<file path="src/rtl/if_prefetch_queue.sv">
`timescale 1ns/1ps
// -----------------------------------------------------------------------------
// if_prefetch_queue
//
// Instruction-fetch front end that sits in front of the IF/ID register.
// It issues sequential word fetches to a multi-cycle instruction memory and
// buffers the returned words, together with their PC, in a small FIFO. The
// FIFO head is presented to IF/ID. A redirect from ID flushes the FIFO and
// restarts fetching at the new PC.
//
// Parameters
//   DEPTH     FIFO entries (power of 2, >= 2)
//   RESET_PC  first fetch address after reset
//
// Ports
//   clk           rising-edge clock
//   rst           asynchronous, active-low reset
//   imem_req      fetch request, held until imem_ack
//   imem_addr     word address of the request, stable while imem_req=1
//   imem_ack      1-cycle pulse: imem_rdata valid for the outstanding request
//   imem_rdata    returned instruction word
//   inst_valid    FIFO head is valid
//   inst_out      FIFO head instruction (0 when inst_valid=0)
//   inst_pc       PC of the FIFO head (0 when inst_valid=0)
//   inst_pc_plus4 inst_pc + 4, wraps modulo 2^32 (0 when inst_valid=0)
//   inst_pop      IF/ID consumes the head this cycle; ignored if inst_valid=0
//   redirect      taken branch/jump resolved in ID
//   redirect_pc   new fetch PC; low 2 bits are forced to 0
//   dbg_state     current fetch FSM state (S_FETCH/S_WAIT/S_DISCARD)
//
// Optional feature (macro PREFETCH_STATS_EN):
//   stat_fetches  pushed fetches, saturating at 16'hFFFF
//   stat_flushes  redirect cycles, saturating at 16'hFFFF
//   stat_starve   cycles out of reset with inst_valid=0, saturating
//
// Handshakes:
//   imem side is req/ack: imem_req rises with imem_addr and both stay
//   constant until the cycle in which imem_ack=1 is sampled; req drops on
//   that edge. Only one request is ever outstanding.
//   IF/ID side is valid/pop: a word transfers on an edge where inst_valid=1
//   and inst_pop=1 (and no redirect); inst_* are stable until that edge.
// -----------------------------------------------------------------------------
module if_prefetch_queue #(
  parameter int unsigned DEPTH    = 4,
  parameter logic [31:0] RESET_PC = 32'h0000_0000
) (
  input  logic        clk,
  input  logic        rst,
  output logic        imem_req,
  output logic [31:0] imem_addr,
  input  logic        imem_ack,
  input  logic [31:0] imem_rdata,
  output logic        inst_valid,
  output logic [31:0] inst_out,
  output logic [31:0] inst_pc,
  output logic [31:0] inst_pc_plus4,
  input  logic        inst_pop,
  input  logic        redirect,
  input  logic [31:0] redirect_pc,
  output logic [1:0]  dbg_state
`ifdef PREFETCH_STATS_EN
  ,
  output logic [15:0] stat_fetches,
  output logic [15:0] stat_flushes,
  output logic [15:0] stat_starve
`endif
);

  localparam int unsigned PTR_W = (DEPTH > 1) ? $clog2(DEPTH) : 1;
  localparam int unsigned CNT_W = PTR_W + 1;

  localparam logic [1:0] S_FETCH   = 2'd0;
  localparam logic [1:0] S_WAIT    = 2'd1;
  localparam logic [1:0] S_DISCARD = 2'd2;

  localparam logic [PTR_W-1:0] PTR_ONE  = PTR_W'(1);
  localparam logic [CNT_W-1:0] CNT_ONE  = CNT_W'(1);
  localparam logic [CNT_W:0]   DEPTH_W  = (CNT_W + 1)'(DEPTH);

  logic [1:0]       state;
  logic [31:0]      fetch_pc;
  logic [CNT_W-1:0] count;
  logic [PTR_W-1:0] rd_ptr;
  logic [PTR_W-1:0] wr_ptr;

  logic [31:0] data_mem [DEPTH];
  logic [31:0] pc_mem   [DEPTH];

  logic [31:0]  redirect_pc_w;
  logic [CNT_W:0] inflight;
  logic         credit;
  logic         push;
  logic         pop_ok;
  logic         unused_redirect_low;

  // Redirect targets are word aligned; the low bits are simply discarded.
  assign redirect_pc_w       = {redirect_pc[31:2], 2'b00};
  assign unused_redirect_low = ^redirect_pc[1:0];

  // Credit counts the outstanding request (imem_req) against free space so an
  // ack can never find the FIFO full.
  assign inflight = {1'b0, count} + {{CNT_W{1'b0}}, imem_req};
  assign credit   = (inflight < DEPTH_W);

  // A word is only kept when it answers a live request in S_WAIT and no
  // redirect arrives in the same cycle; a same-cycle redirect discards it.
  assign push   = imem_ack && (state == S_WAIT) && !redirect;
  assign pop_ok = inst_pop && inst_valid && !redirect;

  // ---------------------------------------------------------------------------
  // FIFO bookkeeping. A redirect clears count and pointers on the next edge,
  // which makes inst_valid fall in the following cycle.
  // ---------------------------------------------------------------------------
  always_ff @(posedge clk or negedge rst) begin
    if (!rst) begin
      count  <= '0;
      rd_ptr <= '0;
      wr_ptr <= '0;
    end else if (redirect) begin
      count  <= '0;
      rd_ptr <= '0;
      wr_ptr <= '0;
    end else begin
      if (push) begin
        wr_ptr <= wr_ptr + PTR_ONE;
      end
      if (pop_ok) begin
        rd_ptr <= rd_ptr + PTR_ONE;
      end
      case ({push, pop_ok})
        2'b10:   count <= count + CNT_ONE;
        2'b01:   count <= count - CNT_ONE;
        default: count <= count;
      endcase
    end
  end

  // Storage needs no reset: nothing is visible unless count says so.
  always_ff @(posedge clk) begin
    if (push) begin
      data_mem[wr_ptr] <= imem_rdata;
      pc_mem[wr_ptr]   <= fetch_pc;
    end
  end

  // ---------------------------------------------------------------------------
  // Fetch FSM.
  // imem_addr is its own register because in S_DISCARD the request must keep
  // its old address while fetch_pc already holds the redirect target.
  // ---------------------------------------------------------------------------
  always_ff @(posedge clk or negedge rst) begin
    if (!rst) begin
      state     <= S_FETCH;
      fetch_pc  <= RESET_PC;
      imem_req  <= 1'b0;
      imem_addr <= 32'h0000_0000;
    end else begin
      case (state)
        S_FETCH: begin
          if (redirect) begin
            fetch_pc <= redirect_pc_w;
          end else if (credit) begin
            imem_req  <= 1'b1;
            imem_addr <= fetch_pc;
            state     <= S_WAIT;
          end
        end

        S_WAIT: begin
          if (imem_ack) begin
            imem_req <= 1'b0;
            state    <= S_FETCH;
            // With a same-cycle redirect the word is dropped by push=0.
            fetch_pc <= redirect ? redirect_pc_w : (fetch_pc + 32'd4);
          end else if (redirect) begin
            fetch_pc <= redirect_pc_w;
            state    <= S_DISCARD;
          end
        end

        S_DISCARD: begin
          // The stale request still has to complete; its data is ignored.
          if (redirect) begin
            fetch_pc <= redirect_pc_w;
          end
          if (imem_ack) begin
            imem_req <= 1'b0;
            state    <= S_FETCH;
          end
        end

        default: begin
          imem_req <= 1'b0;
          state    <= S_FETCH;
        end
      endcase
    end
  end

  // ---------------------------------------------------------------------------
  // Head presentation. No bypass from imem_rdata: a word becomes visible only
  // after it has been written into the FIFO.
  // ---------------------------------------------------------------------------
  always_comb begin
    inst_valid    = (count != '0);
    inst_out      = 32'h0000_0000;
    inst_pc       = 32'h0000_0000;
    inst_pc_plus4 = 32'h0000_0000;
    if (inst_valid) begin
      inst_out      = data_mem[rd_ptr];
      inst_pc       = pc_mem[rd_ptr];
      inst_pc_plus4 = pc_mem[rd_ptr] + 32'd4;
    end
  end

  assign dbg_state = state;

`ifdef PREFETCH_STATS_EN
  // ---------------------------------------------------------------------------
  // Saturating event counters.
  // ---------------------------------------------------------------------------
  always_ff @(posedge clk or negedge rst) begin
    if (!rst) begin
      stat_fetches <= 16'h0000;
      stat_flushes <= 16'h0000;
      stat_starve  <= 16'h0000;
    end else begin
      if (push && (stat_fetches != 16'hFFFF)) begin
        stat_fetches <= stat_fetches + 16'd1;
      end
      if (redirect && (stat_flushes != 16'hFFFF)) begin
        stat_flushes <= stat_flushes + 16'd1;
      end
      if (!inst_valid && (stat_starve != 16'hFFFF)) begin
        stat_starve <= stat_starve + 16'd1;
      end
    end
  end
`endif

endmodule

</file>
<file path="config.mk">
export PLATFORM = sky130hd
export DESIGN_NAME = if_prefetch_queue
export DESIGN_NICKNAME = d
export VERILOG_FILES = /design/src/rtl/if_prefetch_queue.sv
export SDC_FILE = /design/constraint.sdc
export NUM_CORES = 1
export LEC_CHECK = 0
export ABC_AREA = 1
export BUFFER_PORTS_ARGS = -buffer_cell sky130_fd_sc_hd__buf_2
export CORE_ASPECT_RATIO = 0.6
export CORE_MARGIN = 2
export CORE_UTILIZATION = 30
export CTS_BUF_LIST = sky130_fd_sc_hd__clkbuf_4 sky130_fd_sc_hd__clkbuf_8
export CTS_CLUSTER_SIZE = 8
export DETAILED_ROUTE_END_ITERATION = 8
export PLACE_DENSITY = 0.53
export SLEW_MARGIN = 20
export SYNTH_ARGS = -nofsm -noshare
export SYNTH_HDL_FRONTEND = slang
export SYNTH_SLANG_ARGS = --single-unit
</file>
<file path="constraint.sdc">
create_clock -name clk -period 8.3 [get_ports clk]
set_input_delay 0.83 -clock clk [delete_from_list [all_inputs] [get_ports clk]]
set_output_delay 0.83 -clock clk [all_outputs]
set_load 0.01 [all_outputs]
</file>
==> results of run 1 <==
[cells in the mapped netlist (all sizes together)]
cell type | count | area [um2]
nand2 | 513 | 1951
nor2 | 319 | 1232
edfxtp | 256 | 7687
o21ai | 140 | 700.7
nand3 | 106 | 535.5
inv | 102 | 385.4
dfrtp | 74 | 1852
a21oi | 63 | 315.3
buf | 41 | 259.0
clkbuf | 38 | 142.6
nand4 | 18 | 112.6
nor3 | 14 | 70.07
o211ai | 11 | 82.58
ha | 10 | 125.1
xor2 | 9 | 78.83
o221ai | 4 | 35.03
clkinv | 3 | 11.26
a21boi | 2 | 15.01
a31oi | 2 | 12.51
a32oi | 2 | 17.52
mux2 | 2 | 22.52
nand3b | 2 | 15.01
a22oi | 1 | 7.510
fa | 1 | 20.02
nor4 | 1 | 6.260
o22ai | 1 | 6.260
o32ai | 1 | 8.760
xnor2 | 1 | 8.760
[cells by family (layout without fill, tap and decap cells)]
logic type,count (synthesis),in the layout
AO/OA/AOI/OAI,227,227
XOR/XNOR,10,10
adder cells (fa/ha/maj),11,11
buffers and inverters,184,409
flip-flops,330,330
multiplexers,2,2
other,0,5
AND/OR/NAND/NOR,973,973
[layout make-up]
| type | instances | area share (%) |
|---|---|---|
| repair buffers | 213 | 6.085 |
| multi-input cells | 1223 | 29.52 |
| diodes | 5 | 0.06806 |
| well taps | 693 | 4.717 |
| inverters | 105 | 2.164 |
| clock inverters | 10 | 0.2518 |
| flip-flops and latches | 330 | 51.92 |
| clock buffers | 81 | 5.281 |
[power by group through the flow]
stage          Combinational [mW]  Sequential, mW  Clock (mW)
6_report                     2.11            2.38        1.38
5_1_grt                      2.38            2.41        1.51
4_1_cts                      2.13            2.37        1.43
3_5_place_dp                 2.12            2.40           0
3_3_place_gp                 2.10            2.40           0
2_1_floorplan                1.31            2.27           0
[worst paths after layout]
path / endpoint / start / cells past startpoint / slack [ps]
max reg2reg: count[2] / count[1] / 11 / 5260
min reg2reg: imem_addr[9] / imem_addr[9] / 2 / 480
max: inst_pc_plus4[20] / rd_ptr[0] / 16 / 2710
max in group asynchronous: rd_ptr[1] / rst / 2 / 7470
min: imem_addr[25] / rst / 1 / 190
min in group clk: fetch_pc[11] / redirect_pc[11] / 3 / 440
[per-stage QoR]
stage	setup slack, ps	total power, mW	std cells	hold slack, ps	utilization, %
after floorplan	3548	3.579	1737	474.2	-
after global placement	3357	4.495	2563	465.9	33.76
after detailed placement	3320	4.529	2563	471.2	33.76
after CTS	2661	5.932	2654	386.0	35.74
after global routing	2256	6.301	2658	182.5	35.81
final	2709	5.872	2660	186.5	35.82
[critical path: stages, from the launching register on]
cell and delay [ps]:
sky130_fd_sc_hd__dfrtp_4 800, sky130_fd_sc_hd__clkinv_2 760, sky130_fd_sc_hd__buf_4 730, sky130_fd_sc_hd__nand2_1 150, sky130_fd_sc_hd__nand2_1 90, sky130_fd_sc_hd__nand2_1 50
sky130_fd_sc_hd__nand2_1 120, sky130_fd_sc_hd__ha_1 220, sky130_fd_sc_hd__inv_1 50, sky130_fd_sc_hd__nor2_1 320, sky130_fd_sc_hd__nand3_2 220, sky130_fd_sc_hd__nor2_4 170
sky130_fd_sc_hd__nand3b_1 110, sky130_fd_sc_hd__nand2_1 70, sky130_fd_sc_hd__nand2_1 50, sky130_fd_sc_hd__nor2_1 80, sky130_fd_sc_hd__buf_2 130
[routing by layer]
layer | share of wire, % | vias to the layer above
met4 | 1.9 | 0
met1 | 47 | 6041
li1 | - | 6176
met2 | 43 | 434
met3 | 7.9 | 74
met5 | 0 | -
[registers in the layout, summed over array words and instances (netlist names)]
signal and cells:
imem_addr 32, rd_ptr 2, pc_mem 128, wr_ptr 2, count 3, data_mem 128, imem_req 1, dbg_state 2
fetch_pc 32
==> results.md, run 1 <==
- Run status: finished clean
- GRT met1 Usage: 26.12%
- IO buf count: 198
- Leakage power: 7.704 nW
- Hold violation count in the final report: 0
- Post-detailed-route via-to-cell ratio: between 4 and 5
- Overflow after GRT: 0
- Endpoint required time on the critical path: 7470 ps
- Cts bufs inserted: 52
- First-pass GRT wire length: 74320 um
- Antenna Nets Post-Route: 0
- Max-cap check violation count: 0
- Clock tree root driver cell: sky130_fd_sc_hd__clkbuf_8
- Most common cell after layout, fill and taps aside: sky130_fd_sc_hd__nand2_1
- Area of all sequential standard cells: ~9500 um2
- Synthesized net count: 1817
- Data arrival, critical path: 4760 ps
- Vias in the first global route: 12261
- Startpoint-to-endpoint class of the critical path: register to primary output
- Net Switching: 2.425 mW
- Final clock period utilization by the worst path: 67.36%
- Count of final max-slew check failures: 0
- Number of vias after detailed routing: 12725
- Fraction of the mapped netlist area in compound gates: 7.643%
- Internal power of the cells: between 3 and 4 mW
- Area of the multi-input gates: 5426 um2
- Max Fanout on Critical Path: 72
- Clock Tree Buf Depth: 3
- Met2 Track Usage GR: 26.93%
- Cell area after layout: about 18000 um2
- Violation count after the first detailed-routing iteration: about 1100
- Share of total power consumed by net switching: 41.29%
- First-pass detailed-route iteration total: 6
- Synthesized flop and latch total: 330
- GRT Total Usage: approximately 18%
- Placed wire-length estimate: 31920 um
- Rows: 64
- Clock latency reported for the late side of the worst-skew pair: 620 ps
- Setup bufs post-CTS: 0
- Clock period minus final worst setup slack: 5591 ps
- Largest net degree at the start of global routing: 75
- # H-tree levels: 2
- Final-layout fill cell count: 5253
- Area fraction in and, or, nand and nor cells after synthesis: 24.96%
- Tightest Hold Check Type: primary input to async pin
- Achievable Freq: around 0.18 GHz
- Post-cts hold buffer count: 0
- Die Height: 181.3 um
- Endpoint class of the critical path: primary output
- Most crowded layer after global routing: met2
- Met3 demand-to-capacity share in global routing: under 10%
- Final TNS setup: 0 ps
- Worst ir drop on vdd: about 0.00015 V
- Die Outline Area: 54290 um2
- Distinct cells, synth: 39
- Number of nets in the layout: 2005
- Clock tree from TritonCTS: yes
- Register clock-pin slew on the reported worst setup and hold paths: 60 ps
- Commonest cells after routing, fill and taps aside: sky130_fd_sc_hd__nand2_1 (503), sky130_fd_sc_hd__nor2_1 (303), sky130_fd_sc_hd__edfxtp_1 (256)
- Effective utilization at floorplan: 30.62%
- Yosys warnings: 0
- Worst clock skew: 45.56 ps
- XOR/XNOR share of the synthesized area: less than 1%
- Number of DRC violations after detailed routing: 0
- Relative contribution of combinational cells to total power: 35.9%
- Last weighted congestion value of the routability-driven placer: 0.8883
- PostCTS Resize Cnt: 0
- TritonCTS sink count: 330
- Power density cells: 319.4 nW/um2
- Worst Tran Pin Value: 1057 ps
- Initial antenna violation count: 5
- Slew Limit Headroom: approximately 30%
- Core area: about 50000 um2
- Number of placed I/O pins: 201
- Cell count after synthesis: ~1700
- Post-synthesis average cell area: 9.048 um2
- P&R area growth vs syn: 16.97%
- Seq/Total Area, Yosys: 60.70%
- Dpl cell area: 17330 um2
- Post-synthesis cell area: about 16000 um2
- Synth Area in Adders: 0.9235%
- Proportion of synthesized area in mux cells: 0.1433%
- Setup repair after global routing missed its margin: no
- Relative contribution of sequential cells to total power: around two fifths
- Width of the die: between 200 and 300 um
- Combinational family with the most area after synthesis: simple AND/OR/NAND/NOR gates
- Final-report setup violation count: 0
- Final wirelength: 48940 um
- Average detailed-routed wire length per instance: ~18 um
- Relative contribution of the clock network to total power: approximately a quarter
- Share of layout cells above drive strength 1: 17.02%
- Critical path launch point type: register
Power figures use the tool's default switching activity.
==> run 2, diff against run 1 <==
==> constraint.sdc (replaced) <==
create_clock -name clk -period 5.7 [get_ports clk]
set_input_delay 0.57 -clock clk [delete_from_list [all_inputs] [get_ports clk]]
set_output_delay 0.57 -clock clk [all_outputs]
set_load 0.01 [all_outputs]
==> results.md, run 2 (synthesis results as in run 1) <==
- Run status: finished clean
- Count of final max-slew check failures: 0
- Ordered list of cells on the worst path: buf_4, nand2_1, nand2_1, nand2_1, nand2_1, ha_1, inv_1, nor2_1, nand3_2, nor2_4, nand3b_1, nand2_1, nand2_1, nor2_1, buf_2
- Rows: 64
- Dominant cell type by count on the critical path: sky130_fd_sc_hd__nand2_1
- Worst r2r path cells: 12
- Ant. Diodes: 0
- Number of placed I/O pins: 201
- Power density cells: 463.7 nW/um2
- Hold violation count in the final report: 0
- P&R area growth vs syn: 16.89%
- Vias in the first global route: 12069
- Tightest Hold Check Type: primary input to async pin
- Placed wire-length estimate: 31930 um
- Sum of buffers and inverters on the critical path: 3
- Slew Limit Headroom: 32.87%
- Average detailed-routed wire length per instance: 18.18 um
- Startpoint-to-endpoint class of the critical path: register to primary output
- PostCTS Resize Cnt: 0
- Register clock-pin slew on the reported worst setup and hold paths: 70 ps
- Reg2reg start: dbg_state[0]
- Number of nets in the layout: between 2000 and 2500
- # H-tree levels: 2
- Last weighted congestion value of the routability-driven placer: 0.8824
- Initial antenna violation count: 2
- Hold WS: 96.12 ps
- Post-detailed-route via-to-cell ratio: 4.798
- GRT Total Usage: around 18%
- Final-layout fill cell count: 5273
- Longest individual stage delay on the worst path: 960 ps
- Post-cts hold buffer count: 0
- Commonest cells after routing, fill and taps aside: sky130_fd_sc_hd__nand2_1 (503), sky130_fd_sc_hd__nor2_1 (302), sky130_fd_sc_hd__edfxtp_1 (256)
- Setup crit start: rd_ptr[0]
- Number of vias after detailed routing: 12715
- Die Outline Area: roughly 54000 um2
- Worst ir drop on vdd: 0.0002237 V
- First-pass GRT wire length: 72960 um
- Largest registers: data_mem x128, pc_mem x128
- Final wirelength: 48170 um
- Max Fanout on Critical Path: 70
- Final clock period utilization by the worst path: 81.99%
- Stages on the worst setup path: 15
- Setup repair after global routing missed its margin: no
- Leakage power: 7.678 nW
- Largest net degree at the start of global routing: 87
- Clock tree root driver cell: sky130_fd_sc_hd__clkbuf_8
- Setup bufs post-CTS: 0
- Cell family contributing the most delay on the critical path: simple AND/OR/NAND/NOR gates
- Cell with the largest stage delay on the worst path: sky130_fd_sc_hd__dfrtp_4
- Effective utilization at floorplan: 30.62%
- Share of layout cells above drive strength 1: between 15 and 20%
- Endpoint class of the critical path: primary output
- Final TNS setup: 0 ps
- Core area: 51330 um2
- IO buf count: 198
- Clock period minus final worst setup slack: 4673 ps
- Violation count after the first detailed-routing iteration: 1141
- Final core occ: 35.79%
- First-pass detailed-route iteration total: 5
- Overflow after GRT: 0
- Antenna Nets Post-Route: 0
- Endpoint required time on the critical path: between 5000 and 6000 ps
- Number of DRC violations after detailed routing: 0
- Max-cap check violation count: 0
- Worst Tran Pin Value: 1007 ps
- Most common cell after layout, fill and taps aside: sky130_fd_sc_hd__nand2_1
- Clock latency reported for the late side of the worst-skew pair: 620 ps
- Final-report setup violation count: 0
- Width of the die: 299.5 um
- Cts bufs inserted: 52
- TritonCTS sink count: 330
- Clock Tree Buf Depth: 3
- Die Height: 181.3 um
- Clock tree from TritonCTS: yes
- Data arrival, critical path: between 4000 and 5000 ps
- Worst clock skew: 40.95 ps
- Achievable Freq: 0.2140 GHz
- Critical path launch point type: register
run 2: changes by cell type in the layout (fill, tap and decap cells not counted):
cell / previous run / this run
sky130_fd_sc_hd__clkinvlp_4: 0 / 3
sky130_fd_sc_hd__buf_12: 1 / 3
sky130_fd_sc_hd__clkinv_1: 9 / 8
sky130_fd_sc_hd__diode_2: 5 / 0
sky130_fd_sc_hd__nor2_2: 11 / 12
sky130_fd_sc_hd__nor2_1: 303 / 302
sky130_fd_sc_hd__bufinv_16: 0 / 1
sky130_fd_sc_hd__buf_4: 15 / 12
sky130_fd_sc_hd__clkbuf_4: 23 / 21
sky130_fd_sc_hd__clkbuf_8: 58 / 55
sky130_fd_sc_hd__clkinv_2: 4 / 3
sky130_fd_sc_hd__inv_6: 1 / 0
run 2: worst paths after layout:
check / to / slack [ps]
setup / recovery: inst_pc_plus4[20] / 1030
hold / removal: imem_addr[25] / 100
setup reg to reg: fetch_pc[27] / 2720
hold reg to reg: imem_addr[24] / 480
max in group asynchronous: rd_ptr[0] / 4840
min in group clk: fetch_pc[19] / 170
run 2: metrics by stage:
stage          cells  power [mW]  setup slack [ps]  area (um2)
2_1_floorplan   1737       5.211              1208       15720
3_3_place_gp    2563       6.547              1617       17360
6_report        2650       8.518              1027       18370
5_1_grt         2650       9.128             651.9       18370
4_1_cts         2650       8.624             942.0       18360
3_5_place_dp    2563       6.587              1615       17370
run 2: report_power, final:
group	leakage [nW]	internal (mW)	switching [mW]
Combinational	3.93	0.964	2.10
Clock	0.522	1.06	0.938
Sequential	3.23	2.99	0.458
run 2: area by class of cell:
type	count	area (um2)	area share, %
clock inverter	11	81.33	0.4427
timing repair buffer	212	1136	6.184
multi-input combinational	1223	5429	29.55
sequential	330	9544	51.95
inverter	105	397.9	2.166
tap	693	867.1	4.720
clock buffer	76	914.6	4.979
run 2: layer usage:
metal | up-vias | share of wire [%] | wire (um) | GRT usage [%]
met5 | - | 0 | 0 | 0
met4 | 0 | 1.5 | 722 | 3.420
met3 | 63 | 7.7 | 3703 | 4.305
met2 | 386 | 43 | 20820 | 26.53
met1 | 6119 | 48 | 22930 | 25.45
li1 | 6147 | - | - | -
run 2: worst reg2reg max path: stages, from the launching register on:
cell and delay (ps):
sky130_fd_sc_hd__dfrtp_1 450, sky130_fd_sc_hd__inv_1 100, sky130_fd_sc_hd__ha_1 270, sky130_fd_sc_hd__nor2_1 310, sky130_fd_sc_hd__nand2_1 420, sky130_fd_sc_hd__clkinv_1 340, sky130_fd_sc_hd__nand2_1 160, sky130_fd_sc_hd__nor3_1 390
sky130_fd_sc_hd__nand2_1 140, sky130_fd_sc_hd__nand2_1 80, sky130_fd_sc_hd__o21ai_0 70, sky130_fd_sc_hd__nand2_1 70, sky130_fd_sc_hd__nand2_1 70
==> run 3, diff against run 2 <==
--- a/config.mk
+++ b/config.mk
@@ -13,7 +13,7 @@
 export CTS_BUF_LIST = sky130_fd_sc_hd__clkbuf_4 sky130_fd_sc_hd__clkbuf_8
 export CTS_CLUSTER_SIZE = 8
 export DETAILED_ROUTE_END_ITERATION = 8
-export PLACE_DENSITY = 0.53
+export PLACE_DENSITY = 0.55
 export SLEW_MARGIN = 20
 export SYNTH_ARGS = -nofsm -noshare
 export SYNTH_HDL_FRONTEND = slang
==> constraint.sdc (replaced) <==
create_clock -name clk -period 4.25 [get_ports clk]
set_input_delay 0.425 -clock clk [delete_from_list [all_inputs] [get_ports clk]]
set_output_delay 0.425 -clock clk [all_outputs]
set_load 0.01 [all_outputs]
==> results.md, run 3 (synthesis results as in run 1) <==
- Worst r2r path cells: 12
- Cts bufs inserted: 52
- Cell depth of the worst hold path: 1
- Worst setup slack for register-to-register paths: 1190 ps
- Clock tree root driver cell: sky130_fd_sc_hd__clkbuf_8
- Share of layout cells above drive strength 1: 17.35%
- Last weighted congestion value of the routability-driven placer: 0.8836
- Reg2reg start: dbg_state[0]
- Number of cells in the design after placement: 2570
- Data arrival, critical path: 3450 ps
- Final-report setup violation count: 0
- Startpoint-to-endpoint class of the critical path: register to primary output
- Max Fanout on Critical Path: 50
- Antenna Nets Post-Route: 0
- Critical path launch point type: register
- Post-detailed-route via-to-cell ratio: 4.744
- Worst Tran Pin Value: 882.1 ps
- Number of placed I/O pins: 201
- Relative contribution of the clock network to total power: 24.3%
- Largest net degree at the start of global routing: 87
- Endpoint of the worst register-to-register path: fetch_pc[27]
- TritonCTS sink count: 330
- # H-tree levels: 2
- Endpoint required time on the critical path: 3830 ps
- Endpoint class of the critical path: primary output
- Clock period minus final worst setup slack: 3874 ps
- Average detailed-routed wire length per instance: around 18 um
- Register clock-pin slew on the reported worst setup and hold paths: approximately 70 ps
- Post-layout instance count excluding filler cells: 2690
- Rows: 64
- Number of DRC violations after detailed routing: 0
- Final-layout fill cell count: 5191
- Hold violation count in the final report: 0
- Relative contribution of combinational cells to total power: 35.9%
- Relative contribution of sequential cells to total power: 39.8%
- Max-cap check violation count: 0
- Worst ir drop on vdd: ~0.00037 V
- Achievable Freq: around 0.26 GHz
- Clock tree from TritonCTS: yes
- Worst clock skew: 31.10 ps
- First-pass GRT wire length: between 70000 and 80000 um
- Initial antenna violation count: 3
- Final clock period utilization by the worst path: 91.15%
- Violation count after the first detailed-routing iteration: 1163
- Effective utilization at floorplan: 30.62%
- P&R area growth vs syn: 19.12%
- Power density cells: 618.8 nW/um2
- First-pass detailed-route iteration total: 6
- Core area: 51330 um2
- Leakage power: between 7 and 8 nW
- Width of the die: 299.5 um
- IO buf count: between 150 and 200
- Setup repair after global routing missed its margin: no
- Largest registers: data_mem x128, pc_mem x128
- Min-delay src: imem_rdata[19]
- Hold Path End: data_mem[3][19]
- Share of total power consumed by net switching: around two fifths
- Slew Limit Headroom: 40.97%
- Hold WS: between 50 and 60 ps
- Final wirelength: between 40000 and 50000 um
- Clock latency reported for the late side of the worst-skew pair: 620 ps
- Run status: finished clean
- Net Switching: 4.699 mW
- Most common cell after layout, fill and taps aside: sky130_fd_sc_hd__nand2_1
- Die Outline Area: 54290 um2
- GRT Total Usage: 17.34%
- Die Height: between 150 and 200 um
- Clock Tree Buf Depth: 3
- Overflow after GRT: 0
- Vias in the first global route: 12040
- Placed wire-length estimate: 32490 um
- Internal power of the cells: about 7 mW
- Count of final max-slew check failures: 0
- Tightest Hold Check Type: primary input to register
- Commonest cells after routing, fill and taps aside: sky130_fd_sc_hd__nand2_1 (502), sky130_fd_sc_hd__nor2_1 (302), sky130_fd_sc_hd__edfxtp_1 (256)
- Final core occ: 36.47%
- Number of nets in the layout: 2034
- Number of vias after detailed routing: 12762
[run 3: per-layer routing]
| layer | vias up | GRT usage (%) | part of all wire (%) |
|---|---|---|---|
| met1 | 6061 | 25.66 | 48 |
| li1 | 6233 | - | - |
| met2 | 412 | 25.49 | 42 |
| met5 | - | 0 | 0 |
| met4 | 0 | 3.640 | 1.5 |
| met3 | 56 | 4.281 | 8.2 |
[run 3: area by class of cell]
cell class | count | area (um2) | share of cell area [%]
inverter | 105 | 397.9 | 2.125
timing repair buffer | 242 | 1398 | 7.465
tap | 693 | 867.1 | 4.631
clock buffer | 85 | 1013 | 5.413
multi-input combinational | 1223 | 5424 | 28.97
clock inverter | 9 | 67.56 | 0.3609
sequential | 330 | 9547 | 50.99
antenna | 3 | 7.507 | 0.04010
[run 3: per-stage QoR]
stage	setup WS, ps	TNS (ps)	area, um2	total power [mW]
after CTS	149.4	0	18710	11.70
after detailed placement	826.3	0	17400	8.840
after floorplan	-96.56	-24720	15720	6.984
final	376.0	0	18720	11.59
after global placement	860.1	0	17390	8.770
after global routing	8.557	0	18720	12.39
[run 3: worst max path at each step]
stage	start	endpoint	slack [ps]	depth (start not counted)
2_1_floorplan	redirect	data_mem[0][0]	-100	5
3_3_place_gp	rd_ptr[1]	inst_pc_plus4[20]	860	14
3_5_place_dp	rd_ptr[0]	inst_pc_plus4[30]	830	13
4_1_cts	rd_ptr[0]	inst_pc_plus4[30]	150	13
5_1_grt	rd_ptr[0]	inst_pc_plus4[30]	9	12
6_report	rd_ptr[0]	inst_pc_plus4[31]	380	15
[run 3: power groups by stage]
stage | combinational (mW) | sequential [mW] | clock [mW]
2_1_floorplan | 2.56 | 4.43 | 0
3_3_place_gp | 4.13 | 4.63 | 0
3_5_place_dp | 4.18 | 4.66 | 0
4_1_cts | 4.22 | 4.59 | 2.90
5_1_grt | 4.68 | 4.67 | 3.04
6_report | 4.16 | 4.61 | 2.81
[run 3: worst max-delay path, cell delays in order (launching register included)]
cell	delay [ps]
sky130_fd_sc_hd__dfrtp_4	640
sky130_fd_sc_hd__clkinv_2	310
sky130_fd_sc_hd__buf_6	400
sky130_fd_sc_hd__nand2_1	130
sky130_fd_sc_hd__nand2_1	80
sky130_fd_sc_hd__nand2_1	50
sky130_fd_sc_hd__nand2_1	170
sky130_fd_sc_hd__nand2_2	90
sky130_fd_sc_hd__nor2_1	210
sky130_fd_sc_hd__nand2_1	90
sky130_fd_sc_hd__nor2_2	200
sky130_fd_sc_hd__nand2_1	80
sky130_fd_sc_hd__nand2_1	60
sky130_fd_sc_hd__nand2_1	50
sky130_fd_sc_hd__nor2_1	80
sky130_fd_sc_hd__buf_2	140
[run 3: timing repair]
item | CTS | global route
setup endpoints to repair | 0 | 18
hold buffers | 23 | 0
buffers inserted | 0 | 0
gates resized for setup | 0 | 2
endpoints found under the hold margin | 126 | 0
